--- config.mk ---
export PLATFORM = sky130hd
export DESIGN_NAME = pqbp_upd_scheduler
export DESIGN_NICKNAME = d
export VERILOG_FILES = /design/src/rtl/pqbp_upd_scheduler.sv
export SDC_FILE = /design/constraint.sdc
export NUM_CORES = 1
export LEC_CHECK = 0
export BUFFER_PORTS_ARGS = -buffer_cell sky130_fd_sc_hd__buf_2
export CORE_MARGIN = 5
export CORE_UTILIZATION = 48
export CTS_BUF_LIST = sky130_fd_sc_hd__clkbuf_16
export CTS_CLUSTER_SIZE = 8
export DETAILED_ROUTE_END_ITERATION = 16
export PLACE_DENSITY = 0.68
export SYNTH_ARGS = -nofsm -noshare
export SYNTH_HDL_FRONTEND = slang
export SYNTH_SLANG_ARGS = --single-unit
--- constraint.sdc ---
create_clock -name clk -period 3.8 [get_ports clk]
set_input_delay 0.19 -clock clk [delete_from_list [all_inputs] [get_ports clk]]
set_output_delay 0.19 -clock clk [all_outputs]
set_load 0.02 [all_outputs]
--- src/rtl/pqbp_upd_scheduler.sv ---
// Gshare update scheduler: queues resolved branches and issues them to the
// predictor update port, bubbling when back-to-back records share a BHT index.
module pqbp_upd_scheduler #(
  parameter int GHRW    = 8,
  parameter int BHT_IDW = 6,
  parameter int BPCW    = BHT_IDW + 2,
  parameter int QDEPTH  = 4
) (
  input  logic            clk,
  input  logic            aresetn,
  input  logic            i_res_valid,
  output logic            o_res_ready,
  input  logic [BPCW-1:0] i_res_pc,
  input  logic [GHRW-1:0] i_res_ghr,
  input  logic            i_res_btaken,
  input  logic            i_issue_en,
  input  logic            i_clr,
  output logic            o_upd_ghr,
  output logic            o_upd_bht,
  output logic [BPCW-1:0] o_upd_idx_pc,
  output logic [GHRW-1:0] o_upd_idx_ghr,
  output logic            o_actual_btaken,
  output logic            o_empty,
  output logic [15:0]     o_bubble_cnt
);

  localparam int PW = $clog2(QDEPTH);
  localparam int RW = BPCW + GHRW + 1;

  typedef enum logic [1:0] {
    IDLE,
    ISSUE,
    BUBBLE
  } state_t;

  logic [RW-1:0]      mem [QDEPTH];
  logic [PW-1:0]      wptr;
  logic [PW-1:0]      rptr;
  logic [PW:0]        count;
  state_t             state;
  logic               last_vld;
  logic [BHT_IDW-1:0] last_idx;

  logic               full;
  logic               push;
  logic               can_issue;
  logic               hazard;
  logic               pop;
  logic               bubble;
  logic [BPCW-1:0]    head_pc;
  logic [GHRW-1:0]    head_ghr;
  logic               head_bt;
  logic [BHT_IDW-1:0] head_idx;

  function automatic logic [BHT_IDW-1:0] hash(
    input logic [BPCW-1:0] pc,
    input logic [GHRW-1:0] ghr
  );
    logic [BHT_IDW-1:0] h;
    h = pc[BPCW-1:2];
    for (int i = 0; i < GHRW; i++) begin
      h[i % BHT_IDW] = h[i % BHT_IDW] ^ ghr[i];
    end
    return h;
  endfunction

  assign {head_pc, head_ghr, head_bt} = mem[rptr];
  assign head_idx = hash(head_pc, head_ghr);

  // count never exceeds QDEPTH, so its MSB alone flags full
  assign full        = count[PW];
  assign o_res_ready = ~full;
  assign o_empty     = (count == '0);

  assign push      = i_res_valid & ~full & ~i_clr;
  assign can_issue = ~o_empty & i_issue_en & ~i_clr;
  assign hazard    = last_vld & (state != BUBBLE)
                   & (head_idx == last_idx);
  assign pop       = can_issue & ~hazard;
  assign bubble    = can_issue & hazard;

  always_ff @(posedge clk) begin
    if (push) mem[wptr] <= {i_res_pc, i_res_ghr, i_res_btaken};
  end

  always_ff @(posedge clk or negedge aresetn) begin
    if (!aresetn) begin
      wptr            <= '0;
      rptr            <= '0;
      count           <= '0;
      state           <= IDLE;
      last_vld        <= 1'b0;
      last_idx        <= '0;
      o_upd_ghr       <= 1'b0;
      o_upd_bht       <= 1'b0;
      o_upd_idx_pc    <= '0;
      o_upd_idx_ghr   <= '0;
      o_actual_btaken <= 1'b0;
      o_bubble_cnt    <= '0;
    end else begin
      if (i_clr) begin
        wptr  <= '0;
        rptr  <= '0;
        count <= '0;
      end else begin
        if (push) wptr <= wptr + PW'(1);
        if (pop)  rptr <= rptr + PW'(1);
        if (push && !pop) count <= count + (PW+1)'(1);
        if (pop && !push) count <= count - (PW+1)'(1);
      end

      if (i_clr)       state <= IDLE;
      else if (bubble) state <= BUBBLE;
      else if (pop)    state <= ISSUE;
      else             state <= IDLE;

      last_vld <= pop;
      if (pop) last_idx <= head_idx;

      if (bubble && o_bubble_cnt != 16'hFFFF) begin
        o_bubble_cnt <= o_bubble_cnt + 16'd1;
      end

      o_upd_ghr <= pop;
      o_upd_bht <= pop;
      if (pop) begin
        o_upd_idx_pc    <= head_pc;
        o_upd_idx_ghr   <= head_ghr;
        o_actual_btaken <= head_bt;
      end
    end
  end

endmodule

======== Word level (Yosys, flattened, before mapping) ========
Memories as Yosys holds them, arrays and structs flattened.
Index checks and enable logic that the tools add are counted.
word-level totals
  bits in registers ....................... 49
  bits in latches ......................... 0
  RAM bits ................................ 68
  memory bits (read-only) ................. 0
  output and inout bits ................... 37
  logic and storage cells ................. 60
  memories kept ........................... 1
operators by class
  add/sub/neg operators ................... 5
  multipliers ............................. 0
  div/mod/pow operators ................... 0
  $lt $le $gt $ge ......................... 0
  eq/ne operators ......................... 3
  shifts and indexed selects .............. 0
  multiplexer cells ....................... 12
  bitwise logic cells ..................... 20
  reduce and logical (&&, ||, !) cells .... 9
memories
  memory  depth  width  read ports  clocked after memory_dff  wr ports  RTL line  text
  mem     4      17     1           0                         1         36        logic [RW-1:0] mem [QDEPTH];
operators by type and width
  operator                                                            number
  16-bit by 1-bit adder with 16-bit output, second input constant     1
  16-bit inequality test, second input constant                       1
  2-bit two-way mux                                                   6
  3-bit two-way mux                                                   3
  1-bit AND                                                           8
  1-bit XOR                                                           8
  6-bit == test                                                       1
  2-bit by 1-bit adder with 2-bit output, second input constant       2
  1-bit inverter                                                      4
  2-bit nonzero test                                                  2
  3-bit by 1-bit adder with 3-bit output, second input constant       1
  1-bit logical AND                                                   3
  3-bit logical NOT                                                   1
  1-bit two-way mux                                                   3
  3-bit nonzero test                                                  1
  3-bit by 1-bit subtractor with 3-bit output, second input constant  1
  1-bit logical NOT                                                   2
  2-bit inequality test, second input constant                        1

======== Depth between registers and ports, before layout ========
An unclocked memory read counts as a cell.
  depth after elaboration ................. 12
  depth in mapped cells ................... 14
  mapped depth without buffers ............ 11

======== Worst setup path after synthesis ========
Ideal clock, no wire load.
  path type ............................... register to register
  start point ............................. reg rptr[0]
  end point ............................... reg count[2]
  setup time .............................. 0.094 ns
  arrival time ............................ 3.079 ns
  required time ........................... 3.706 ns
  setup slack ............................. 0.627 ns
  stages on the path, launching flop included .. 13
  clock period less this slack ............ 3.173 ns
  path through ............................ dfrtp_1 mux4_1 xnor3_2 xnor2_1 a211oi_2 nand4b_2 nand2_1 buf_2 nor2_1 fa_1 nor3_1 a211oi_1 a211oi_1
between the ends
  cells in the longest elaborated chain, start to end .. 10
RTL lines
  item                                                     RTL line  text
  start: declaration                                       38        logic [PW-1:0] rptr;
  start signal: assignment                                 107       if (pop) rptr <= rptr + PW'(1);
  memory 4 x 17 bit (*)                                    -
  1-bit XOR (2 in series)                                  62        h[i % BHT_IDW] = h[i % BHT_IDW] ^ ghr[i];
  6-bit == test (*)                                        78        & (head_idx == last_idx);
  1-bit AND (*)                                            78
  1-bit inverter (*)                                       79        assign pop = can_issue & ~hazard;
  1-bit AND (*)                                            79
  1-bit logical AND or 1-bit logical NOT (tied branches)   109, 108
  3-bit two-way mux or 1-bit logical AND (tied branches)   109, 108
  3-bit two-way mux or 3-bit nonzero test (tied branches)  -
  end signal: assignment                                   108       if (push && !pop) count <= count + (PW+1)'(1);
  end signal: assignment                                   109       if (pop && !push) count <= count - (PW+1)'(1);
  end: declaration                                         39        logic [PW:0] count;
Mark *: on every way between the ends. The rest lies on a longest branch, timed or not.
A chain may end at the register's enable or synchronous reset.

======== Final worst setup path ========
  start point ............................. reg rptr[0]
  end point ............................... reg o_bubble_cnt[1]
between the ends
  cells in the longest elaborated chain, start to end .. 7
RTL lines
  item                     RTL line  text
  memory 4 x 17 bit (*)    -
  1-bit XOR (2 in series)  62
  6-bit == test (*)        78
  1-bit AND (*)            78
  1-bit AND (*)            80        assign bubble = can_issue & hazard;
  1-bit logical AND (*)    120       if (bubble && o_bubble_cnt != 16'hFFFF) begin
  end signal: assignment   121       o_bubble_cnt <= o_bubble_cnt + 16'd1;
  end: declaration         24        output logic [15:0] o_bubble_cnt
Marked as above.

==> summary.md <==
| Metric | Value |
|---|---|
| Final setup fails | 0 |
| Row Count | 37 |
| Critical Path RT | 4.09 ns |
| YS warnings | 0 |
| Slew HR | 0.353 |
| Worst Setup SP | rptr[0] |
| Max capacitance violation total | 0 |
| Primary FF master, synth | edfxtp_1 |
| Nets | 438 |
| CTS root buffer | clkbuf_16 |
| Via/cell ratio | between 5 and 6 |
| Crit path capture type | flip-flop |
| CTS tree | built |
| Register area share after synthesis | 0.641 |
| Vias in the first global route | roughly 3200 |
| R2R depth | 7 |
| Max Fclk | roughly 290 MHz |
| Die Wd | 113 um |
| Global-route wire length before repair | 16.5 mm |
| R2r endpoint | o_bubble_cnt[1] |
| Mapped cell area | 5100 um^2 |
| Starting Density | 0.494 |
| Remaining DRCs | 0 |
| Clk sink count | roughly 120 |
| Clock skew | 0.0100 ns |
| Worst-Margin Slew | 0.970 ns |
| Register bit total from synthesis | 117 |
| Unique masters post-synth | 43 |
| CORE AREA | 10300 um^2 |
| CP startpoint kind | flip-flop |
| Crit path kind | flip-flop to flip-flop |
| Pwr dens | 661 nW/um^2 |
| Post-synth top area cell | edfxtp_1 |
| RSZ-0062 raised after global routing | no |
| Hold Fails Final Rpt | 0 |
| Clock buffer count from CTS | 17 |
| Fin util | 0.605 |
| CTS H-tree depth | 4 |
| Min Tclk post-route | 3.44 ns |
| Largest net degree at the start of global routing | 32 |
| Hold Path Class | input pin to flip-flop |
| Antenna fix cells | 0 |
| Grt ovf | 0 |
| Hold Path Depth | 1 |
| Commonest cells in the netlist | 68 x edfxtp_1, 49 x dfrtp_1, 28 x xnor2_1 |
| Routed vias | 2965 |
| Full die area | around 13000 um^2 |
| Leakage power | 2.51 nW |
| P&R area growth vs syn | 22.5% |
| DP Wirelength | 6.40 mm |
| WL final | a little under 10 mm |
| Status | complete, no violations |
| Area contributors post-synth | edfxtp_1 40%, dfrtp_1 24%, mux4_2 7.1% |
| First DRT Iteration DRCs | 170 |
| GRT Util Overall | 0.169 |
| R2R setup slack | 0.36 ns |
| Async SR Flop Fraction | 0.419 |
| Gate Count Post-Synth | 327 |
| Final Max Tran Viols | 0 |
| Clk pin slew, worst setup/hold paths | 0.06 ns |
| Initial DRT Pass Iterations | 5 |
| Post-route ant nets | 0 |
| Post-synth EDFFs | 68 |
| Syn Nets | 355 |
| Clk buf depth | 2 |
| Layout cells sized above 1 | 0.329 |
| WL per Instance | between 15 and 20 um |
| Tcrit/Tclk final | 0.904 |
| Initial antenna violation count | 0 |
| Crit path arrival time | 3.72 ns |
| Die Y | roughly 110 um |
| Setup TNS | 0 ns |
| I/O pins | 59 |
| Count leader, synth | edfxtp_1 |
| Syn avg cell area | approximately 16 um^2 |
| Final estimated routing congestion in global placement | 0.741 |
| Crit path to | o_bubble_cnt[1] |
| Port bufs | 58 |
| Max FO, Critical Path | 15 |
| Worst r2r src | rptr[0] |
| Clk_lat worst skew | 0.41 ns |
| Synth top area share | 0.400 |
| PostCTS Resize Cnt | 0 |
| Peak VDD IR | 636 uV |
| Buffers inserted by post-CTS timing repair | 0 |
## area by class of cell
class | instances | area [um^2]
Multi-Input combinational cell | 186 | 1720
Fill cell | 788 | 4080
Clock buffer | 17 | 425
Inverter | 8 | 30.0
Clock inverter | 15 | 143
Sequential cell | 117 | 3270
Tap cell | 136 | 170
Timing Repair Buffer | 80 | 493
## layout by cell type, fill, tap and decap left out, types with 3 or more instances in the layout
| master | count |
|---|---|
| edfxtp_1 | 68 |
| buf_2 | 58 |
| dfrtp_1 | 49 |
| xnor2_1 | 28 |
| mux2_2 | 18 |
| clkbuf_16 | 17 |
| mux4_2 | 16 |
| nand2_1 | 15 |
| dlygate4sd3_1 | 15 |
| xor2_1 | 14 |
| and3_1 | 11 |
| nand4_1 | 11 |
| inv_1 | 8 |
| nor2_1 | 8 |
| nand3_1 | 7 |
| buf_4 | 7 |
| o21ai_0 | 6 |
| mux2i_1 | 6 |
| inv_6 | 6 |
| nor3_1 | 5 |
| a21oi_1 | 5 |
| ha_1 | 5 |
| clkinvlp_4 | 4 |
| nor3b_1 | 3 |
| nand2b_1 | 3 |
| a211oi_1 | 3 |
## state kept, by name, indices dropped and copies added, names as in the netlist
signal	count
count	3
last_idx	6
last_vld	1
mem	68
o_actual_btaken	1
o_bubble_cnt	16
o_upd_idx_ghr	8
o_upd_idx_pc	8
rptr	2
state	2
wptr	2
## stage by stage
step | std cells | hold WS [ns] | total power [mW] | instance area [um^2] | setup slack, ns
2_1_floorplan | 327 | -0.106 | 2.35 | 5100 | 0.627
3_3_place_gp | 512 | 0.226 | 2.61 | 5530 | 0.423
3_5_place_dp | 512 | 0.234 | 2.63 | 5530 | 0.377
4_1_cts | 558 | 0.000762 | 4.18 | 6230 | 0.350
5_1_grt | 559 | 0.00120 | 4.34 | 6240 | 0.175
6_report | 559 | 0.0247 | 4.13 | 6240 | 0.364
## power by group
part,internal (mW),total [mW],switching [mW]
Sequential,1.53,1.67,0.134
Combinational,0.450,0.941,0.491
Clock,0.912,1.52,0.611
## worst max-delay path, cell delays in order (launching register included)
cell and delay, ns:
dfrtp_1 0.61, mux4_1 0.67, xnor3_2 0.40, xnor2_1 0.14, a211oi_2 0.16, nand4b_2 0.23, a311oi_4 0.69, mux2_2 0.41
## per-layer routing
| metal | wire [um] | GRT usage |
|---|---|---|
| met1 | 4260 | 0.215 |
| met2 | 4960 | 0.275 |
| met3 | 572 | 0.0519 |
| met4 | 83 | 0.0585 |
| met5 | 0 | 0 |
## logic make-up after synthesis
kind of cell | Yosys count | share of synthesized area
and+or+nand+nor | 70 | 0.0748
muxes | 42 | 0.133
xor gates and xnor gates | 43 | 0.0768
adders and majority gates | 6 | 0.0162
AOI/OAI and AO/OA | 25 | 0.0361
DFF | 117 | 0.641
buffers and inverters | 24 | 0.0226
## how the worst min path moves through the flow
stage / start / end / slack [ns]
4_1_cts: i_res_ghr[4] / mem[1][5] / 0.0008
2_1_floorplan: aresetn / count[0] / -0.11
6_report: i_res_ghr[7] / mem[2][8] / 0.02
5_1_grt: i_res_ghr[4] / mem[1][5] / 0.001
3_3_place_gp: aresetn / o_bubble_cnt[10] / 0.23
3_5_place_dp: aresetn / o_bubble_cnt[9] / 0.23
## timing repair
item / 4_1_cts / 5_1_grt
endpoints found under the hold margin: 72 / 3
hold buffers: 14 / 1
setup endpoints to repair: 0 / 0
(Power assumes the default switching activity.)
